## config.mk

```make
export PLATFORM = sky130hd
export DESIGN_NAME = hazard_controller
export DESIGN_NICKNAME = d
export VERILOG_FILES = /design/src/rtl/hazard_controller.sv
export SDC_FILE = /design/constraint.sdc
export NUM_CORES = 1
export LEC_CHECK = 0
export ABC_CLOCK_PERIOD_IN_PS = 1430
export CORE_MARGIN = 8
export CORE_UTILIZATION = 35
export CTS_CLUSTER_SIZE = 10
export DETAILED_ROUTE_END_ITERATION = 8
export GPL_ROUTABILITY_DRIVEN = 0
export PLACE_DENSITY_LB_ADDON = 0.25
export SLEW_MARGIN = 10
export SYNTH_ARGS = -nofsm -noshare
export SYNTH_HDL_FRONTEND = slang
export SYNTH_SLANG_ARGS = --single-unit
```

## constraint.sdc

```tcl
create_clock -name clk -period 1.43 [get_ports clk]
set_input_delay 0.286 -clock clk [delete_from_list [all_inputs] [get_ports clk]]
set_output_delay 0.286 -clock clk [all_outputs]
set_load 0.02 [all_outputs]
```

## src/rtl/hazard_controller.sv

```systemverilog
// hazard_controller
//   Pipeline hazard sequencer for the 5-stage RV32 core. Handles the hazards
//   that forwarding cannot resolve. A load-use hazard inserts one bubble, and
//   a taken branch flushes D/E. A multi-cycle execute op (mul/div) is
//   sequenced with a start/done handshake and guarded by a timeout.
//
// Parameters
//   MC_TIMEOUT : max cycles spent in MC_WAIT before forced release (>= 2)
//   CNT_W      : width of the performance counters (HAZARD_PERF_CNT_EN only)
//
// Optional feature macro: HAZARD_PERF_CNT_EN
//   When it is defined, the stall_cnt and flush_cnt outputs are added. They
//   are saturating counts of the cycles with stall_F=1 and with flush_D=1.
//
// Ports
//   clk, reset                 core clock, synchronous active-low reset
//   mem_read_E, rd_E           load in E and its destination register
//   rs1_D, rs2_D               sources of the instruction in D
//   use_rs1_D, use_rs2_D       D really reads rs1 / rs2
//   branch_taken_E             taken branch/jump resolved in E
//   mc_op_E, mc_done           multi-cycle op in E / unit result pulse
//   stall_F/D/E                hold PC, IF/ID, ID/EX
//   flush_D/E/M                clear IF/ID, ID/EX, EX/MEM to NOP
//   mc_start                   one-cycle start pulse to the multi-cycle unit
//   mc_err                     sticky multi-cycle timeout flag
module hazard_controller #(
  parameter int unsigned MC_TIMEOUT = 64,
  parameter int unsigned CNT_W      = 16
) (
  input  logic       clk,
  input  logic       reset,
  input  logic       mem_read_E,
  input  logic [4:0] rd_E,
  input  logic [4:0] rs1_D,
  input  logic [4:0] rs2_D,
  input  logic       use_rs1_D,
  input  logic       use_rs2_D,
  input  logic       branch_taken_E,
  input  logic       mc_op_E,
  input  logic       mc_done,
  output logic       stall_F,
  output logic       stall_D,
  output logic       stall_E,
  output logic       flush_D,
  output logic       flush_E,
  output logic       flush_M,
  output logic       mc_start,
  output logic       mc_err
`ifdef HAZARD_PERF_CNT_EN
  ,
  output logic [CNT_W-1:0] stall_cnt,
  output logic [CNT_W-1:0] flush_cnt
`endif
);

  localparam int unsigned TW = (MC_TIMEOUT > 2) ? $clog2(MC_TIMEOUT) : 1;
  localparam logic [TW-1:0] LAST_CNT = TW'(MC_TIMEOUT - 1);

  typedef enum logic [1:0] {RUN, MC_WAIT, MC_RELEASE} state_t;

  state_t        r_state, w_next;
  logic [TW-1:0] r_cnt, w_cnt_next;
  logic          r_err, w_err_set;
  logic          w_load_use;

  assign w_load_use = mem_read_E && (rd_E != '0) &&
                      ((use_rs1_D && (rs1_D == rd_E)) ||
                       (use_rs2_D && (rs2_D == rd_E)));

  always_comb begin
    w_next     = r_state;
    w_cnt_next = r_cnt;
    w_err_set  = 1'b0;
    stall_F    = 1'b0;
    stall_D    = 1'b0;
    stall_E    = 1'b0;
    flush_D    = 1'b0;
    flush_E    = 1'b0;
    flush_M    = 1'b0;
    mc_start   = 1'b0;
    unique case (r_state)
      RUN: begin
        if (mc_op_E) begin
          mc_start   = 1'b1;
          stall_F    = 1'b1;
          stall_D    = 1'b1;
          stall_E    = 1'b1;
          flush_M    = 1'b1;
          w_cnt_next = '0;
          w_next     = MC_WAIT;
        end else if (branch_taken_E) begin
          flush_D = 1'b1;
          flush_E = 1'b1;
        end else if (w_load_use) begin
          stall_F = 1'b1;
          stall_D = 1'b1;
          flush_E = 1'b1;
        end
      end
      MC_WAIT: begin
        stall_F    = 1'b1;
        stall_D    = 1'b1;
        stall_E    = 1'b1;
        flush_M    = 1'b1;
        w_cnt_next = r_cnt + TW'(1);
        // A done that arrives on the timeout cycle wins, and no error is set.
        if (mc_done) begin
          w_next = MC_RELEASE;
        end else if (r_cnt == LAST_CNT) begin
          w_err_set = 1'b1;
          w_next    = MC_RELEASE;
        end
      end
      MC_RELEASE: begin
        // E still holds the finished mc op, so every E/D hazard is ignored.
        w_next = RUN;
      end
      default: w_next = RUN;
    endcase
    mc_err = r_err;
    if (!reset) begin
      stall_F  = 1'b0;
      stall_D  = 1'b0;
      stall_E  = 1'b0;
      flush_D  = 1'b0;
      flush_E  = 1'b0;
      flush_M  = 1'b0;
      mc_start = 1'b0;
      mc_err   = 1'b0;
    end
  end

  always_ff @(posedge clk) begin
    if (!reset) begin
      r_state <= RUN;
      r_cnt   <= '0;
      r_err   <= 1'b0;
    end else begin
      r_state <= w_next;
      r_cnt   <= w_cnt_next;
      if (w_err_set) r_err <= 1'b1;
    end
  end

`ifdef HAZARD_PERF_CNT_EN
  logic [CNT_W-1:0] r_stall_cnt, r_flush_cnt;

  always_ff @(posedge clk) begin
    if (!reset) begin
      r_stall_cnt <= '0;
      r_flush_cnt <= '0;
    end else begin
      if (stall_F && (r_stall_cnt != '1)) r_stall_cnt <= r_stall_cnt + CNT_W'(1);
      if (flush_D && (r_flush_cnt != '1)) r_flush_cnt <= r_flush_cnt + CNT_W'(1);
    end
  end

  assign stall_cnt = r_stall_cnt;
  assign flush_cnt = r_flush_cnt;
`endif

endmodule

```

==> results of run 1 <==
## power by group
group	switching, mW	leakage, nW	total, mW	internal, mW
Sequential	0.00514	0.0738	0.263	0.258
Clock	0.0925	0.0150	0.200	0.108
Combinational	0.116	0.381	0.249	0.133
Total	0.213	0.470	0.712	0.499
## per-stage QoR
stage	util, %	hold slack, ns	setup TNS (ns)
3_3_place_gp	59.8	0.445	-8.53
6_report	65.2	0.471	-1.06
3_5_place_dp	59.8	0.464	-8.64
4_1_cts	63.4	0.478	-1.08
5_1_grt	65.2	0.514	-1.58
2_1_floorplan	-	0.421	-0.353
## cell type report
type                            count  area share (%)
Tap cell                           25            2.81
Timing Repair Buffer               41            33.0
Sequential cell                     9            16.4
Inverter                            1           0.337
Clock buffer                        4            2.36
Multi-Input combinational cell     62            45.1
## placed cells by master, fill, tap and decap left out, types with 2 or more instances in the layout
cell,count
nor2_1,12
buf_4,11
buf_6,8
dfxtp_1,7
xor2_1,6
dlygate4sd2_1,6
clkdlybuf4s50_1,5
a22oi_1,4
clkbuf_4,3
clkdlybuf4s15_1,3
clkbuf_2,3
and2_1,2
xor2_2,2
nor4_2,2
xnor2_1,2
or3_1,2
and3_1,2
a21oi_1,2
mux2_1,2
nand2_1,2
clkdlybuf4s15_2,2
buf_2,2
dfxtp_2,2
## worst max path at each step
| stage | end | slack (ns) | cells after the start |
|---|---|---|---|
| after floorplan | stall_F | -0.18 | 5 |
| after global placement | stall_D | -1.06 | 6 |
| after detailed placement | stall_D | -1.08 | 6 |
| after CTS | stall_D | -0.30 | 6 |
| after global routing | flush_E | -0.36 | 4 |
| final | stall_D | -0.30 | 6 |
## state kept, by name, summed over array words and instances (netlist names)
signal and count:
r_err 1, r_cnt 6, r_state 2
## critical path: stages
cell and delay, ns:
buf_8 0.10, or4_4 0.53, o21ai_2 0.17, or3_1 0.14, o22ai_2 0.08, buf_6 0.15
## repair_timing
| item | CTS | global route |
|---|---|---|
| buffers inserted | 2 | 0 |
| pin swaps | 16 | 8 |
| endpoints found under the setup margin | 14 | 11 |
| gates resized for setup | 92 | 14 |
## kinds of logic (layout without fill, tap and decap cells)
family | after synthesis | in the layout
AO/OA/AOI/OAI | 12 | 12
XOR/XNOR | 10 | 10
multiplexers | 3 | 3
adder cells (fa/ha/maj) | 1 | 1
AND/OR/NAND/NOR | 36 | 36
buffers and inverters | 5 | 46
flip-flops | 9 | 9
## layer usage
layer  up-vias  wire length [µm]  track usage [%]
met5         -                 0                0
met4         0                41             7.34
met3         4               151             3.53
met2        25               913             20.5
met1       307               880             14.5
li1        351                 -                -
==> results by group, run 1 <==
Outcome
  • Run status: finished, violations left
  • Violated checks: negative setup slack

STA
  • Final setup viols: 7
  • Final WS setup: -0.303 ns
  • Final Hold Fails: 0
  • Peak Freq: about 580 MHz
  • Slew Limit Headroom: between 80% and 90%
  • Tightest Pin Transition: 0.245 ns
  • Skew final: just over 0.001 ns
  • Crit path time final: between 1.5 and 2 ns
  • Slew Viols, Final: 0
  • RSZ-0062 raised after global routing: true
  • Tcrit/Tclk final: 121%

Die
  • Core area: roughly 1700 µm²
  • Die Footprint: 3390 µm²
  • Die Wd: approximately 58 µm
  • Die height: 58.2 µm
  • Row Count: 15
  • IO Pins: 31
  • Initial Util: between 30% and 40%

Setup path
  • Critical Path End Type: output pin
  • Worst EP required: 1.14 ns
  • FF-to-FF path depth: 6
  • Worst-path fanout max: 2
  • Critical path startpoint: rd_E[4]
  • Data arrival time of the critical path: 1.45 ns
  • RR Startpoint: r_state[0]
  • Setup crit start kind: primary input
  • RR Endpoint: r_cnt[4]
  • R2R setup slack: ~0.040 ns
  • Setup CP Type: in -> out

Power and ir drop
  • Leak: roughly 0.47 nW
  • Pwr/cell area: approximately 640 nW/µm²
  • Tot Pwr: just over 700 µW
  • Peak supply drop: a little under 0.0006 V

Clock tree
  • Clock Tree Root: clkbuf_4
  • CTS tree: built
  • Inserted Clock Buffers: 3
  • Clock Tree Buf Depth: 2
  • Clock sink count: 9
  • Clk_lat worst skew: 0.26 ns
  • Clock transition at path regs: about 0.06 ns
  • H-tree depth: 1
  • Post-CTS Hold Buffers: 0

GRT
  • GRT Total Usage: roughly an eighth
  • Vias in the first global route: about 700
  • Remaining Overflow, GRT: 0
  • Largest net degree at the start of global routing: 10
  • Antenna violations before repair: 0
  • Global-route wire length before repair: 3320 µm

Logic synthesis
  • Asr flop ratio synth: 0%
  • Post-synth top area cell: dfxtp_1
  • YS warnings: 0
  • Post-synth top area share: 28.9%
  • Syn Nets: 100
  • Post-synthesis adder-cell area fraction: 2.00%
  • Synth unique cells: 36
  • XOR/XNOR share of the synthesized area: 14.0%
  • Post-synthesis mux area share: around 5.4%
  • Simple-gate share of the synthesized area: 32.1%
  • Area of the mapped netlist: between 600 and 700 µm²
  • Post-synth top cells: 14 x nor2_1, 9 x dfxtp_1, 8 x xor2_1, 4 x a22oi_1
  • Synthesized instance count: 76
  • Largest family of logic cells by synthesized area: simple AND/OR/NAND/NOR gates
  • Synth Area in Compound Gates: between 10% and 20%
  • Count of flip-flops with a built-in enable after synthesis: 0
  • Synth top area cells: dfxtp_1 29%, xor2_1 11%, nor2_1 8.4%
  • #FFs+latches synth: 9
  • Main synth FF type: dfxtp_1
  • Count leader, synth: nor2_1
  • Avg Cell Area, Syn: 8.22 µm²
  • Sequential-to-total area share from yosys stat: around 29%

Drt
  • Initial DRC count: 16
  • Vias per inst: between 4 and 5
  • DRC violations left: 0
  • Routed wire length per instance: about 14 µm
  • Antenna-violating nets left: 0
  • Final wirelength: 1990 µm
  • First-pass DRT Iterations: 2
  • DR vias: 687

Layout
  • Layout fillers: 154
  • Non-filler instance count after layout: between 100 and 150
  • Area of the multi-input gates: between 500 and 600 µm²
  • P&R area growth vs syn: 78.4%
  • Fin nets: roughly 140
  • Ant diodes: 0
  • Reg area: approximately 180 µm²
  • Final Cell Area: approximately 1100 µm²
  • Share of layout cells above drive strength 1: between 40% and 50%

Place
  • Place WS: -1.08 ns
  • DP HPWL: roughly 1500 µm
  • DP Cell Count: 136
  • Port bufs: 30
  • Placed cell area: 1020 µm²

Worst hold path
  • Worst hold-check path type: reg -> reg
  • Hold Path End: r_err
  • Worst Hold Depth: 2
  • Worst Hold Launch: r_err

Job
  • Max Cap Viol: 0
Note: power is estimated with default switching activity, not from simulation.
==> run 2: changes to the inputs <==
CELL_PAD_IN_SITES_DETAIL_PLACEMENT = 1   (was default)
CELL_PAD_IN_SITES_GLOBAL_PLACEMENT = 2   (was default)
CORE_UTILIZATION = 18   (was 35)
==> run 2 against run 1 <==
Net effect:
- the flow still finishes with violations (negative setup slack)
- non-clock buffer count increased by 1
- sequential share of layout area down 0.52 points
- worst hold slack worse by 0.0033 ns
- total power is 1.5% higher
==> results by group, run 2 (synthesized netlist as in run 1, its figures left out) <==
Setup path
  • Critical path startpoint: rd_E[3] (was rd_E[4])
  • Setup CP Type: in -> out (unchanged)
  • Worst EP required: 1.14 ns (about the same)
  • Critical Path End Type: output pin (unchanged)
  • Setup crit start kind: primary input (unchanged)
  • RR Startpoint: r_cnt[0] (was r_state[0])
  • Data arrival time of the critical path: 1.43 ns (was 1.45 ns)
  • Worst-path fanout max: 3 (was 2)

Place
  • Port bufs: 30 (unchanged)
  • DP HPWL: 1760 µm (was 1510 µm)

Power and ir drop
  • Leak: 0.484 nW (was 0.470 nW)
  • Peak supply drop: 0.000286 V (was 0.000584 V)
  • Pwr/cell area: 629 nW/µm² (was 640 nW/µm²)
  • Tot Pwr: 723 µW (was 712 µW)

Die
  • Initial Util: 18.7% (was 36.6%)
  • Die height: 74.9 µm (was 58.2 µm)
  • IO Pins: 31 (unchanged)
  • Core area: 3340 µm² (was 1710 µm²)
  • Die Footprint: 5610 µm² (was 3390 µm²)
  • Die Wd: 74.9 µm (was 58.2 µm)
  • Row Count: 21 (was 15)

STA
  • Final setup viols: 7 (unchanged)
  • Tcrit/Tclk final: 120% (was 121%)
  • Peak Freq: 584 MHz (was 577 MHz)
  • RSZ-0062 raised after global routing: true (unchanged)
  • Final WS setup: -0.283 ns (was -0.303 ns)
  • Crit path time final: 1.71 ns (was 1.73 ns)
  • Tightest Pin Transition: 0.270 ns (was 0.245 ns)
  • Skew final: 0.000445 ns (was 0.00101 ns)
  • Slew Viols, Final: 0 (unchanged)
  • Hold slack: 0.468 ns (was 0.471 ns)
  • Final Hold Fails: 0 (unchanged)
  • Slew Limit Headroom: 82.0% (was 83.6%)

Clock tree
  • Clock transition at path regs: 0.06 ns (about the same)
  • Inserted Clock Buffers: 3 (unchanged)
  • Clock Tree Root: clkbuf_4 (unchanged)
  • Clock Tree Buf Depth: 2 (unchanged)
  • Post-CTS Hold Buffers: 0 (unchanged)
  • H-tree depth: 1 (unchanged)
  • Clk_lat worst skew: 0.26 ns (about the same)
  • Clock sink count: 9 (unchanged)
  • CTS tree: built (unchanged)

GRT
  • Remaining Overflow, GRT: 0 (unchanged)
  • Vias in the first global route: 733 (was 708)
  • Largest net degree at the start of global routing: 10 (unchanged)
  • Antenna violations before repair: 0 (unchanged)
  • Global-route wire length before repair: 3440 µm (was 3320 µm)
  • GRT Total Usage: 8.07% (was 12.7%)

Layout
  • Fin nets: 143 (was 142)
  • Commonest non-fill, non-tap cell in the layout: nor2_1 (unchanged)
  • P&R area growth vs syn: 84.2% (was 78.4%)
  • Max reg flops: 6 (unchanged)
  • Most frequent cells in the layout: 12 x nor2_1, 11 x buf_4, 10 x buf_6 (was 12 x nor2_1, 11 x buf_4, 8 x buf_6)
  • Ant diodes: 0 (unchanged)
  • Share of layout cells above drive strength 1: 39.8% (was 40.2%)
  • Most flops, register: r_cnt (unchanged)
  • Biggest regs: r_cnt x6, r_state x2, r_err x1 (unchanged)

Drt
  • Routed wire length per instance: 13.3 µm (was 14.0 µm)
  • DRC violations left: 0 (unchanged)
  • Vias per inst: 4.26 (was 4.84)
  • Initial DRC count: 9 (was 16)
  • Final wirelength: 2180 µm (was 1990 µm)
  • DR vias: 698 (was 687)
  • First-pass DRT Iterations: 4 (was 2)
  • Antenna-violating nets left: 0 (unchanged)

Worst hold path
  • Worst Hold Launch: r_err (unchanged)
  • Worst hold-check path type: reg -> reg (unchanged)

Outcome
  • Violated checks: negative setup slack (unchanged)
  • Run status: finished, violations left (unchanged)

Job
  • Max Cap Viol: 0 (unchanged)
## run 2: critical path: stages
cell	delay [ns]
buf_6	0.10
or4_4	0.52
o21ai_2	0.15
or3_1	0.14
o22ai_2	0.08
buf_6	0.15
## run 2: where the power goes
group	total (mW)	switching [mW]	leakage (nW)	internal, mW
combinational	0.263	0.121	0.395	0.142
sequential	0.261	0.00381	0.0739	0.257
clock	0.199	0.0909	0.0150	0.108
## run 2: per-layer routing
layer	global-route usage [%]	routed length [µm]	share of wire [%]	up-vias
met1	7.99	832	38	333
met2	15.6	1220	56	14
met5	0	0	0	-
li1	-	-	-	349
met4	1.30	8	0.37	0
met3	2.93	125	5.7	2
## run 2: worst paths after layout
path | endpoint | slack, ns | depth (start not counted)
worst max-delay path | stall_F | -0.28 | 6
worst min-delay path | r_err | 0.47 | 2
worst max register to register | r_cnt[4] | 0.08 | 5
worst min register to register | r_err | 0.47 | 2
## run 2: through the flow
step                      cell area (µm²)  TNS, ns  worst slack (ns)  cells  util (%)
after CTS                            1120    -1.28            -0.322    163      33.7
after global routing                 1150    -1.80            -0.363    164      34.5
final                                1150    -1.24            -0.283    164      34.5
after detailed placement             1040    -9.01             -1.12    156      31.2
after floorplan                       649   -0.353            -0.179     76         -
after global placement               1040    -8.94             -1.13    156      31.2
## run 2: cell type report
| class | instances | area, µm² |
|---|---|---|
| fill | 406 | 2190 |
| multi-input combinational | 62 | 502 |
| timing repair buffer | 42 | 378 |
| sequential | 9 | 183 |
| tap | 46 | 57.6 |
| clock buffer | 4 | 26.3 |
| inverter | 1 | 3.75 |
## run 2: what timing repair did
action / in CTS / in global routing
endpoints found under the setup margin: 14 / 11
pin swaps: 12 / 9
buffers inserted: 3 / 1
gates cloned: 0 / 0
resized for setup: 89 / 12
==> run 3: changes to the inputs <==
CAP_MARGIN = 30   (was default)
GPL_ROUTABILITY_DRIVEN = default   (was 0)
==> results of run 3 <==
The final DEF is identical to that of run 2; final timing and power are the same.
